==> config.mk <==
export PLATFORM = sky130hd
export DESIGN_NAME = simple_serial_tx
export DESIGN_NICKNAME = d
export VERILOG_FILES = /design/src/rtl/simple_serial_pkg.sv /design/src/rtl/simple_serial_tx_sclk_gen.sv /design/src/rtl/simple_serial_tx.sv
export SDC_FILE = /design/constraint.sdc
export NUM_CORES = 1
export LEC_CHECK = 0
export ABC_CLOCK_PERIOD_IN_PS = 2250
export CORE_MARGIN = 5
export CORE_UTILIZATION = 54
export DETAILED_ROUTE_END_ITERATION = 12
export PLACE_DENSITY = 0.91
export SETUP_SLACK_MARGIN = 0.3
export SYNTH_ARGS = -nofsm -noshare
export SYNTH_HDL_FRONTEND = slang
export SYNTH_SLANG_ARGS = --single-unit
==> constraint.sdc <==
create_clock -name aclk -period 2.25 [get_ports aclk]
set_clock_uncertainty 0.15 [all_clocks]
set_input_delay 0.45 -clock aclk [delete_from_list [all_inputs] [get_ports aclk]]
set_output_delay 0.45 -clock aclk [all_outputs]
set_load 0.02 [all_outputs]
==> src/rtl/simple_serial_pkg.sv <==
// Shared constants, FSM encoding and helpers for the simple serial transmitter.
// ST_PARITY exists only when SIMPLE_SERIAL_TX_PARITY_EN is defined.
package simple_serial_pkg;

   localparam int unsigned DEF_DATA_WIDTH = 32;
   localparam int unsigned DEF_CLK_DIV    = 4;
   localparam int unsigned DEF_WORD_GAP   = 2;
   localparam int unsigned DEF_PKT_GAP    = 8;

   typedef enum logic [2:0] {
      ST_IDLE   = 3'd0,
      ST_WAIT   = 3'd1,
      ST_SHIFT  = 3'd2,
      ST_GAP    = 3'd3
`ifdef SIMPLE_SERIAL_TX_PARITY_EN
      ,
      ST_PARITY = 3'd4
`endif
   } tx_state_e;

   function automatic int unsigned max_u(input int unsigned a, input int unsigned b);
      return (a > b) ? a : b;
   endfunction

endpackage

==> src/rtl/simple_serial_tx_sclk_gen.sv <==
// Free-running serial clock divider; flags the aclk cycle in which sclk falls.
module sclk_gen
   import simple_serial_pkg::*;
#(
   parameter int unsigned CLK_DIV = DEF_CLK_DIV
) (
   input  logic clk_i,
   input  logic rst_i,
   output logic sclk_o,
   output logic fall_tick_c_o
);

   localparam int unsigned DIV_W = (CLK_DIV > 1) ? $clog2(CLK_DIV) : 1;

   logic [DIV_W-1:0] div_q, div_d;
   logic             sclk_q, sclk_d;
   logic             half_c;

   always_comb begin
      half_c        = (div_q == DIV_W'(CLK_DIV - 1));
      div_d         = half_c ? '0 : div_q + DIV_W'(1);
      sclk_d        = half_c ? ~sclk_q : sclk_q;
      fall_tick_c_o = half_c & sclk_q;
   end

   always_ff @(posedge clk_i) begin
      if (rst_i) begin
         div_q  <= '0;
         sclk_q <= 1'b0;
      end else begin
         div_q  <= div_d;
         sclk_q <= sclk_d;
      end
   end

   assign sclk_o = sclk_q;

endmodule

==> src/rtl/simple_serial_tx.sv <==
// AXI-Stream to MSB-first serial word transmitter with framing strobe and inter-word gaps.
// Define SIMPLE_SERIAL_TX_PARITY_EN to append an even-parity bit after each word.
module simple_serial_tx
   import simple_serial_pkg::*;
#(
   parameter int unsigned DATA_WIDTH = DEF_DATA_WIDTH,
   parameter int unsigned CLK_DIV    = DEF_CLK_DIV,
   parameter int unsigned WORD_GAP   = DEF_WORD_GAP,
   parameter int unsigned PKT_GAP    = DEF_PKT_GAP
) (
   input  logic                  aclk,
   input  logic                  areset,
   input  logic [DATA_WIDTH-1:0] s_axis_tdata,
   input  logic                  s_axis_tvalid,
   output logic                  s_axis_tready,
   input  logic                  s_axis_tlast,
   output logic                  sclk,
   output logic                  sdata,
   output logic                  svalid,
   output logic                  busy
);

   localparam int unsigned CNT_W = $clog2(DATA_WIDTH + 1);
   localparam int unsigned GAP_W = $clog2(max_u(WORD_GAP, PKT_GAP) + 1);

   tx_state_e             state_q, state_d;
   logic [DATA_WIDTH-1:0] data_q, data_d;
   logic                  last_q, last_d;
   logic [CNT_W-1:0]      cnt_q, cnt_d;
   logic [GAP_W-1:0]      gap_q, gap_d;
   logic [GAP_W-1:0]      gap_last_c;
   logic                  sdata_q, sdata_d;
   logic                  svalid_q, svalid_d;
   logic                  tready_q;
   logic                  busy_q;
   logic                  fall_tick_c;
`ifdef SIMPLE_SERIAL_TX_PARITY_EN
   logic                  par_q, par_d;
`endif

   sclk_gen #(.CLK_DIV(CLK_DIV)) u_sclk_gen (
      .clk_i         (aclk),
      .rst_i         (areset),
      .sclk_o        (sclk),
      .fall_tick_c_o (fall_tick_c)
   );

   // IDLE is re-entered at the start of the last gap period so a waiting word's MSB lands exactly after it
   assign gap_last_c = (last_q ? GAP_W'(PKT_GAP) : GAP_W'(WORD_GAP)) - GAP_W'(1);

   always_comb begin
      state_d  = state_q;
      data_d   = data_q;
      last_d   = last_q;
      cnt_d    = cnt_q;
      gap_d    = gap_q;
      sdata_d  = sdata_q;
      svalid_d = svalid_q;
`ifdef SIMPLE_SERIAL_TX_PARITY_EN
      par_d    = par_q;
`endif
      case (state_q)
         ST_IDLE: begin
            if (s_axis_tvalid && tready_q) begin
               data_d  = s_axis_tdata;
               last_d  = s_axis_tlast;
`ifdef SIMPLE_SERIAL_TX_PARITY_EN
               par_d   = ^s_axis_tdata;
`endif
               state_d = ST_WAIT;
            end
         end
         ST_WAIT: begin
            if (fall_tick_c) begin
               sdata_d  = data_q[DATA_WIDTH-1];
               svalid_d = 1'b1;
               data_d   = data_q << 1;
               cnt_d    = CNT_W'(1);
               state_d  = ST_SHIFT;
            end
         end
         ST_SHIFT: begin
            if (fall_tick_c) begin
               if (cnt_q == CNT_W'(DATA_WIDTH)) begin
`ifdef SIMPLE_SERIAL_TX_PARITY_EN
                  sdata_d  = par_q;
                  state_d  = ST_PARITY;
`else
                  sdata_d  = 1'b0;
                  svalid_d = 1'b0;
                  gap_d    = '0;
                  state_d  = ST_GAP;
`endif
               end else begin
                  sdata_d = data_q[DATA_WIDTH-1];
                  data_d  = data_q << 1;
                  cnt_d   = cnt_q + CNT_W'(1);
               end
            end
         end
`ifdef SIMPLE_SERIAL_TX_PARITY_EN
         ST_PARITY: begin
            if (fall_tick_c) begin
               sdata_d  = 1'b0;
               svalid_d = 1'b0;
               gap_d    = '0;
               state_d  = ST_GAP;
            end
         end
`endif
         ST_GAP: begin
            if (gap_q >= gap_last_c) begin
               state_d = ST_IDLE;
            end else if (fall_tick_c) begin
               gap_d = gap_q + GAP_W'(1);
               if (gap_d >= gap_last_c) state_d = ST_IDLE;
            end
         end
         default: state_d = ST_IDLE;
      endcase
   end

   always_ff @(posedge aclk) begin
      if (areset) begin
         state_q  <= ST_IDLE;
         data_q   <= '0;
         last_q   <= 1'b0;
         cnt_q    <= '0;
         gap_q    <= '0;
         sdata_q  <= 1'b0;
         svalid_q <= 1'b0;
         tready_q <= 1'b0;
         busy_q   <= 1'b0;
`ifdef SIMPLE_SERIAL_TX_PARITY_EN
         par_q    <= 1'b0;
`endif
      end else begin
         state_q  <= state_d;
         data_q   <= data_d;
         last_q   <= last_d;
         cnt_q    <= cnt_d;
         gap_q    <= gap_d;
         sdata_q  <= sdata_d;
         svalid_q <= svalid_d;
         tready_q <= (state_d == ST_IDLE);
         busy_q   <= (state_d != ST_IDLE);
`ifdef SIMPLE_SERIAL_TX_PARITY_EN
         par_q    <= par_d;
`endif
      end
   end

   assign s_axis_tready = tready_q;
   assign sdata         = sdata_q;
   assign svalid        = svalid_q;
   assign busy          = busy_q;

endmodule

### Word-level counts from Yosys, hierarchy flattened

Index checks and enable logic that the tools add are counted.

* bits in read-only memories: 0
* memories: 0
* latch bits: 0
* output and inout port bits: 5
* flip-flop bits (word level): 53
* bits in writable memories: 0
* logic and storage cells: 76
* bits of input ports: 36

* add/subtract/negate cells: 4
* magnitude comparators: 2
* shift operators: 0
* reduce and logical (&&, ||, !) cells: 14
* $mul: 0
* divide/modulo/power cells: 0
* equality and inequality tests: 12
* mux-type cells: 31
* bitwise gates (word level): 2

Operators by type and width (number)
* two-way mux 32 bit: 4
* case mux 32 bit (3 select lines): 1
* two-way mux 3 bit: 7
* two-way mux 4 bit: 5
* two-way mux 6 bit: 3
* != test 2 bit, second input constant: 7
* case mux 3 bit (4 select lines): 1
* case mux 6 bit (2 select lines): 1
* AND reduction 5 bit: 2
* >= comparator 4 bit: 2
* case mux 4 bit (2 select lines): 1
* AND reduction 4 bit: 2
* adder 6 x 1 -> 6 bit, second input constant: 1
* equality test 3 x 2 -> 1 bit, second input constant: 2
* equality test 6 bit, second input constant: 1
* logical NOT 3 bit: 2
* two-way mux 1 bit: 6
* nonzero test 3 bit: 2
* adder 4 x 1 -> 4 bit, second input constant: 1
* case mux 1 bit (2 select lines): 2
* nonzero test 2 bit: 2
* subtractor 4 x 1 -> 4 bit, second input constant: 1
* equality test 3 x 1 -> 1 bit, second input constant: 1
* AND reduction 3 bit: 1
* 7 further kinds: 7

### Logic depth before layout (Yosys ltp)

* word-level depth: 8
* depth in mapped cells: 8
* mapped depth without buffers: 7

### Modules after synthesis

Synthesis repeated with hierarchy kept, for this count alone.

* cells, all modules: 316
* area, all modules: 2846.5 um2

By module, submodules not included
* simple_serial_tx: seq. area each 1001.0 um2, times used 1, cells an instance 307, area each 2741.4 um2
* sclk_gen: seq. area each 60.1 um2, times used 1, cells an instance 9, area each 105.1 um2

### Least setup slack after synthesis

Ideal clock, no wire load.

* path type: reg-to-reg
* from: register last_q
* to: register tready_q (netlist: s_axis_tready)
* buffers on the path: 0
* library setup time: 0.117 ns
* arrival time: 1.794 ns
* clock period less this slack: 2.061 ns
* setup slack: 0.189 ns
* cell stages (with the launch flop): 7
* data required time: 1.983 ns
* path through: dfxtp_1 > inv_1 > ha_1 > a21bo_2 > a2111oi_2 > o21ai_0 > and4b_1

* cells in the longest elaborated chain, start to end: 8
* elaborated cells on any way between the ends: 9
* those cells by class: add/sub (1); order compare (2); mux (5); reduce/logical (1)

RTL lines
* start, declared: line simple_serial_tx.sv:28 `logic last_q, last_d;`
* start signal, assigned: line simple_serial_tx.sv:140 `last_q <= last_d;`
* two-way mux 4 bit (*): line simple_serial_tx.sv:49 `assign gap_last_c = (last_q ? GAP_W'(PKT_GAP) : GAP_W'(WORD_GAP)) - GAP_W'(1);`
* subtractor 4 x 1 -> 4 bit (*): line simple_serial_tx.sv:49
* >= comparator 4 bit: line simple_serial_tx.sv:116 `if (gap_d >= gap_last_c) state_d = ST_IDLE;`
* two-way mux 3 bit: line simple_serial_tx.sv:116
* two-way mux 3 bit: line simple_serial_tx.sv:114 `end else if (fall_tick_c) begin`
* two-way mux 3 bit (*): line simple_serial_tx.sv:112 `if (gap_q >= gap_last_c) begin`
* case mux 3 bit (4 select lines) (*): line simple_serial_tx.sv:62 `case (state_q)`
* logical NOT 3 bit (*): line simple_serial_tx.sv:145 `tready_q <= (state_d == ST_IDLE);`
* end signal, assigned: line simple_serial_tx.sv:145
* end, declared: line simple_serial_tx.sv:34 `logic tready_q;`

Every way passes the cells marked *; elsewhere a longest branch is shown, timed or not.
A chain may end at the register's enable or synchronous reset.

### Worst setup path in the final report

* from: register cnt_q[0]
* to: register data_q[26]

* cells in the longest elaborated chain, start to end: 3

RTL lines
* start, declared: line simple_serial_tx.sv:29 `logic [CNT_W-1:0] cnt_q, cnt_d;`
* start signal, assigned: line simple_serial_tx.sv:141 `cnt_q <= cnt_d;`
* equality test 6 bit: line simple_serial_tx.sv:84 `if (cnt_q == CNT_W'(DATA_WIDTH)) begin`
* != test 2 bit (no line)
* AND reduction 5 bit (no line)
* end signal, assigned: line simple_serial_tx.sv:139 `data_q <= data_d;`
* end, declared: line simple_serial_tx.sv:27 `logic [DATA_WIDTH-1:0] data_q, data_d;`

Every way passes these cells.

==> results <==
==> power groups by stage <==
stage | clock network [mW] | registers [mW] | logic [mW]
finish | 0.558 | 0.989 | 0.232
global route | 0.614 | 0.993 | 0.252
CTS | 0.571 | 0.988 | 0.223
detailed placement | 0 | 1.01 | 0.219
global placement | 0 | 1.01 | 0.212
floorplan | 0 | 1.01 | 0.125
==> final cells by class <==
type                            count  area, um2  area share, %
Multi-Input combinational cell    191       1634          46.43
Sequential cell                    53       1079          30.64
Timing Repair Buffer               62      594.3          16.89
Tap cell                           67      83.83          2.382
Clock buffer                        6      82.58          2.346
Inverter                            8      32.53         0.9243
Clock inverter                      2      13.76         0.3910
==> worst reg2reg max path, stage by stage (launching register included) <==
cell and delay (ns):
sky130_fd_sc_hd__dfxtp_2 0.33, sky130_fd_sc_hd__inv_2 0.07, sky130_fd_sc_hd__ha_4 0.12, sky130_fd_sc_hd__nor2b_4 0.17
sky130_fd_sc_hd__a211oi_4 0.09, sky130_fd_sc_hd__a211oi_4 0.45, sky130_fd_sc_hd__buf_4 0.27, sky130_fd_sc_hd__mux2i_1 0.21
sky130_fd_sc_hd__nor2_1 0.05
==> flip-flops by register name (all words and copies together) (netlist names), 2 cells and up <==
register / count
cnt_q: 6
u_sclk_gen.div_q: 2
state_q: 3
data_q: 32
gap_q: 4
==> through the flow <==
stage	instances	hold WS, ns	util [%]
6_report	389	0.3205	74.03
5_1_grt	389	0.3695	74.03
4_1_cts	377	0.3077	69.71
3_5_place_dp	369	0.2894	66.89
3_3_place_gp	369	0.2629	66.89
2_1_floorplan	265	0.2543	-
==> kinds of logic after synthesis <==
group | Yosys count | synth area share [%]
and+or+nand+nor | 79 | 15.67
muxes | 65 | 25.84
DFF | 53 | 39.77
AOI/OAI and AO/OA | 34 | 9.240
buffers and inverters | 21 | 3.987
adders and majority gates | 8 | 4.034
xor gates and xnor gates | 4 | 1.314
other | 1 | 0.1406
==> how the worst max path moves through the flow <==
| stage | depth (start not counted) | from | slack [ns] | end |
|---|---|---|---|---|
| global route | 8 | cnt_q[0] | 0.12 | data_q[7] |
| CTS | 8 | cnt_q[0] | 0.27 | data_q[10] |
| global placement | 7 | s_axis_tvalid | 0.13 | data_q[19] |
| finish | 8 | cnt_q[0] | 0.24 | data_q[26] |
| floorplan | 7 | last_q | 0.29 | gap_q[3] |
| detailed placement | 7 | s_axis_tvalid | 0.08 | data_q[16] |
==> layer usage <==
metal	vias up	global-route usage, %	share of wire [%]
li1	1041	-	-
met1	1000	21.21	43
met2	50	30.88	51
met3	8	3.363	3.9
met4	0	5.912	1.2
met5	-	0	0
==> what timing repair did <==
| action | CTS | global route |
|---|---|---|
| gates resized for setup | 16 | 34 |
| pin swaps | 5 | 23 |
| gates cloned | 0 | 2 |
| setup endpoints to repair | 42 | 44 |
| setup buffers | 0 | 10 |
| endpoints found under the hold margin | 0 | 0 |
==> cells in the final DEF (no fill, tap or decap), drive strengths merged, types with 4 or more instances in the layout <==
| master | count |
|---|---|
| nor2 | 42 |
| ha | 7 |
| a21oi | 12 |
| o21ai | 8 |
| mux2 | 31 |
| a211oi | 4 |
| nand3b | 6 |
| buf | 23 |
| clkbuf | 6 |
| nand2 | 6 |
| clkdlybuf4s50 | 38 |
| nor2b | 4 |
| dfxtp | 53 |
| nor3 | 5 |
| inv | 8 |
| mux2i | 34 |
==> impl_metrics.py <==
metrics = {
    "synth": {
        "synthMostInstantiatedCell": "sky130_fd_sc_hd__dfxtp_1",
        "netlist.top_cell.by_area": "sky130_fd_sc_hd__dfxtp_1",
        "ys_ff_latch": 53,
        "ys_warn_count": 0,
        "cell_types_with_the_largest_area_share_after_synthesis": "sky130_fd_sc_hd__dfxtp_1 40%, sky130_fd_sc_hd__mux2i_1 13%, sky130_fd_sc_hd__mux2_2 9.7%",
        "top_cell_type_s_share_of_synthesized_area_pct": 39.77,
        "synth_enable_flop_cells": 0,
        "synth_fp_nets": 309,
        "synth_sequential_area_ratio_pct": 39.77,
        "dominantRegCellSynth": "sky130_fd_sc_hd__dfxtp_1",
        "syn_inst": 265,
        "synthesized_area_per_cell_um2": 10.07,
        "yosys.cell_types.count": 45,
        "netlist_top_cells_count": "53 x sky130_fd_sc_hd__dfxtp_1, 41 x sky130_fd_sc_hd__nor2_1, 34 x sky130_fd_sc_hd__mux2i_1, 23 x sky130_fd_sc_hd__mux2_2, 11 x sky130_fd_sc_hd__a21oi_1",
        "async_reset_ff_share_pct": 0,
        "netlist_area_um2": 2668,
    },
    "worst_setup_path": {
        "crit_path_max_fanout": 6,
        "crit_path_top_delay_cell": "sky130_fd_sc_hd__a211oi_4",
        "cp-start-kind": "register",
        "cp_slowest_stage_delay_ns": 0.45,
        "critical-path-top-delay-family": "compound AO/OA/AOI/OAI gates",
        "r2r_end": "data_q[26]",
        "required_time_of_the_critical_path_ns": 2.29,
        "worst_path_most_repeated_cell": "sky130_fd_sc_hd__a211oi_4",
        "critical_path.reg2reg.startpoint": "cnt_q[0]",
        "critical_path_buf_inv_count": 2,
        "worst-endpoint-arrival_ns": 2.05,
        "worstRegToRegCells": 8,
        "regToRegSetupSlack_ns": 0.24,
        "critical_path_cell_sequence": "inv_2, ha_4, nor2b_4, a211oi_4, a211oi_4, buf_4, mux2i_1, nor2_1",
        "timing.critical_path.to_type": "register",
        "crit_type": "register to register",
    },
    "placement": {
        "dp_hpwl_mm": 3.871,
        "place.gp.congestion": 0.9031,
        "place_area_um2": 3181,
        "buffer_ports.inserted": 40,
        "setup_slack_at_placement_ns": 0.08280,
    },
    "timing": {
        "timing.final.crit_share_pct": 89.32,
        "final-setup-viol-count": 0,
        "slew_viol_final": 0,
        "timing.setup.tns_ns": 0,
        "final_hold_violation_count": 0,
        "final_period_minus_worst_setup_slack_ns": 2.010,
        "timing.final.ws_setup_ns": 0.2403,
        "rsz_0062_raised_after_global_routing": "true",
        "max_freq_mhz": 497.6,
    },
    "status": {
        "outcome": "finished, final reports clean",
    },
    "min_path": {
        "worstHoldEndpoint": "data_q[0]",
        "min-delay-path-class": "register to register",
        "hold-path-cell-count": 2,
        "worst_hold_startpoint": "data_q[0]",
    },
    "global_routing": {
        "globalRouteOverflowTotal": 0,
        "grt_first_pass_wirelength_mm": 9.011,
        "first_global_vias": 2001,
        "number_of_antenna_violations_at_the_first_check_in_global_routing": 0,
        "grt_start_max_net_pins": 35,
        "track_usage_pct": 17.53,
    },
    "detailed_routing": {
        "drtAntennaViolNets": 0,
        "route.detailed.vias_per_inst": 5.396,
        "detail_route.wl_per_cell_um": 15.12,
        "first_pass_iters": 4,
        "initialDrtViolationCount": 127,
        "finalWirelength_mm": 5.880,
        "dr_total_vias": 2099,
        "drcViolationCount": 0,
    },
    "floorplanning": {
        "die_width_um": 80.29,
        "die_height_um": 80.29,
        "dieArea_um2": 6446,
        "core-area_um2": 4755,
        "core.rowCount": 25,
        "pin_count": 41,
        "initial_utilization_pct": 56.11,
    },
    "clock_tree": {
        "cts_hold_repair.buffers": 0,
        "cts_tree": "yes",
        "root_buffer": "sky130_fd_sc_hd__clkbuf_8",
        "clk_path_buf_depth": 2,
        "clock-sinks": 53,
        "cts-buffers-inserted": 5,
        "path_clk_slew_ns": 0.09,
        "cts_htree_levels": 2,
        "worst_skew_pair.late_latency_ns": 0.30,
    },
    "cells_and_area": {
        "design_area_um2": 3520,
        "flow.area_growth_from_synthesis_pct": 31.94,
        "post_route_cells_drive_above_1_share_pct": 28.57,
        "final_nets": 365,
        "fill_cells": 334,
        "antenna-diode-count": 0,
    },
    "power_and_ir_drop": {
        "power.leakage_nw": 1.511,
        "power_frac_comb_pct": 13.1,
        "powerDensity_nw_per_um2": 505.6,
        "power.share.sequential_pct": 55.6,
        "p_sw_mw": 0.4219,
        "fin_total_pwr_mw": 1.780,
        "cell_int_power_mw": 1.358,
        "ir_worst_vdd_mv": 0.3422,
        "netSwitchingFraction_pct": 23.71,
        "clock_network_power_share_pct": 31.4,
    },
    "run": {
        "max-cap-violations": 0,
    },
}
Note: power is estimated with default switching activity, not from simulation.
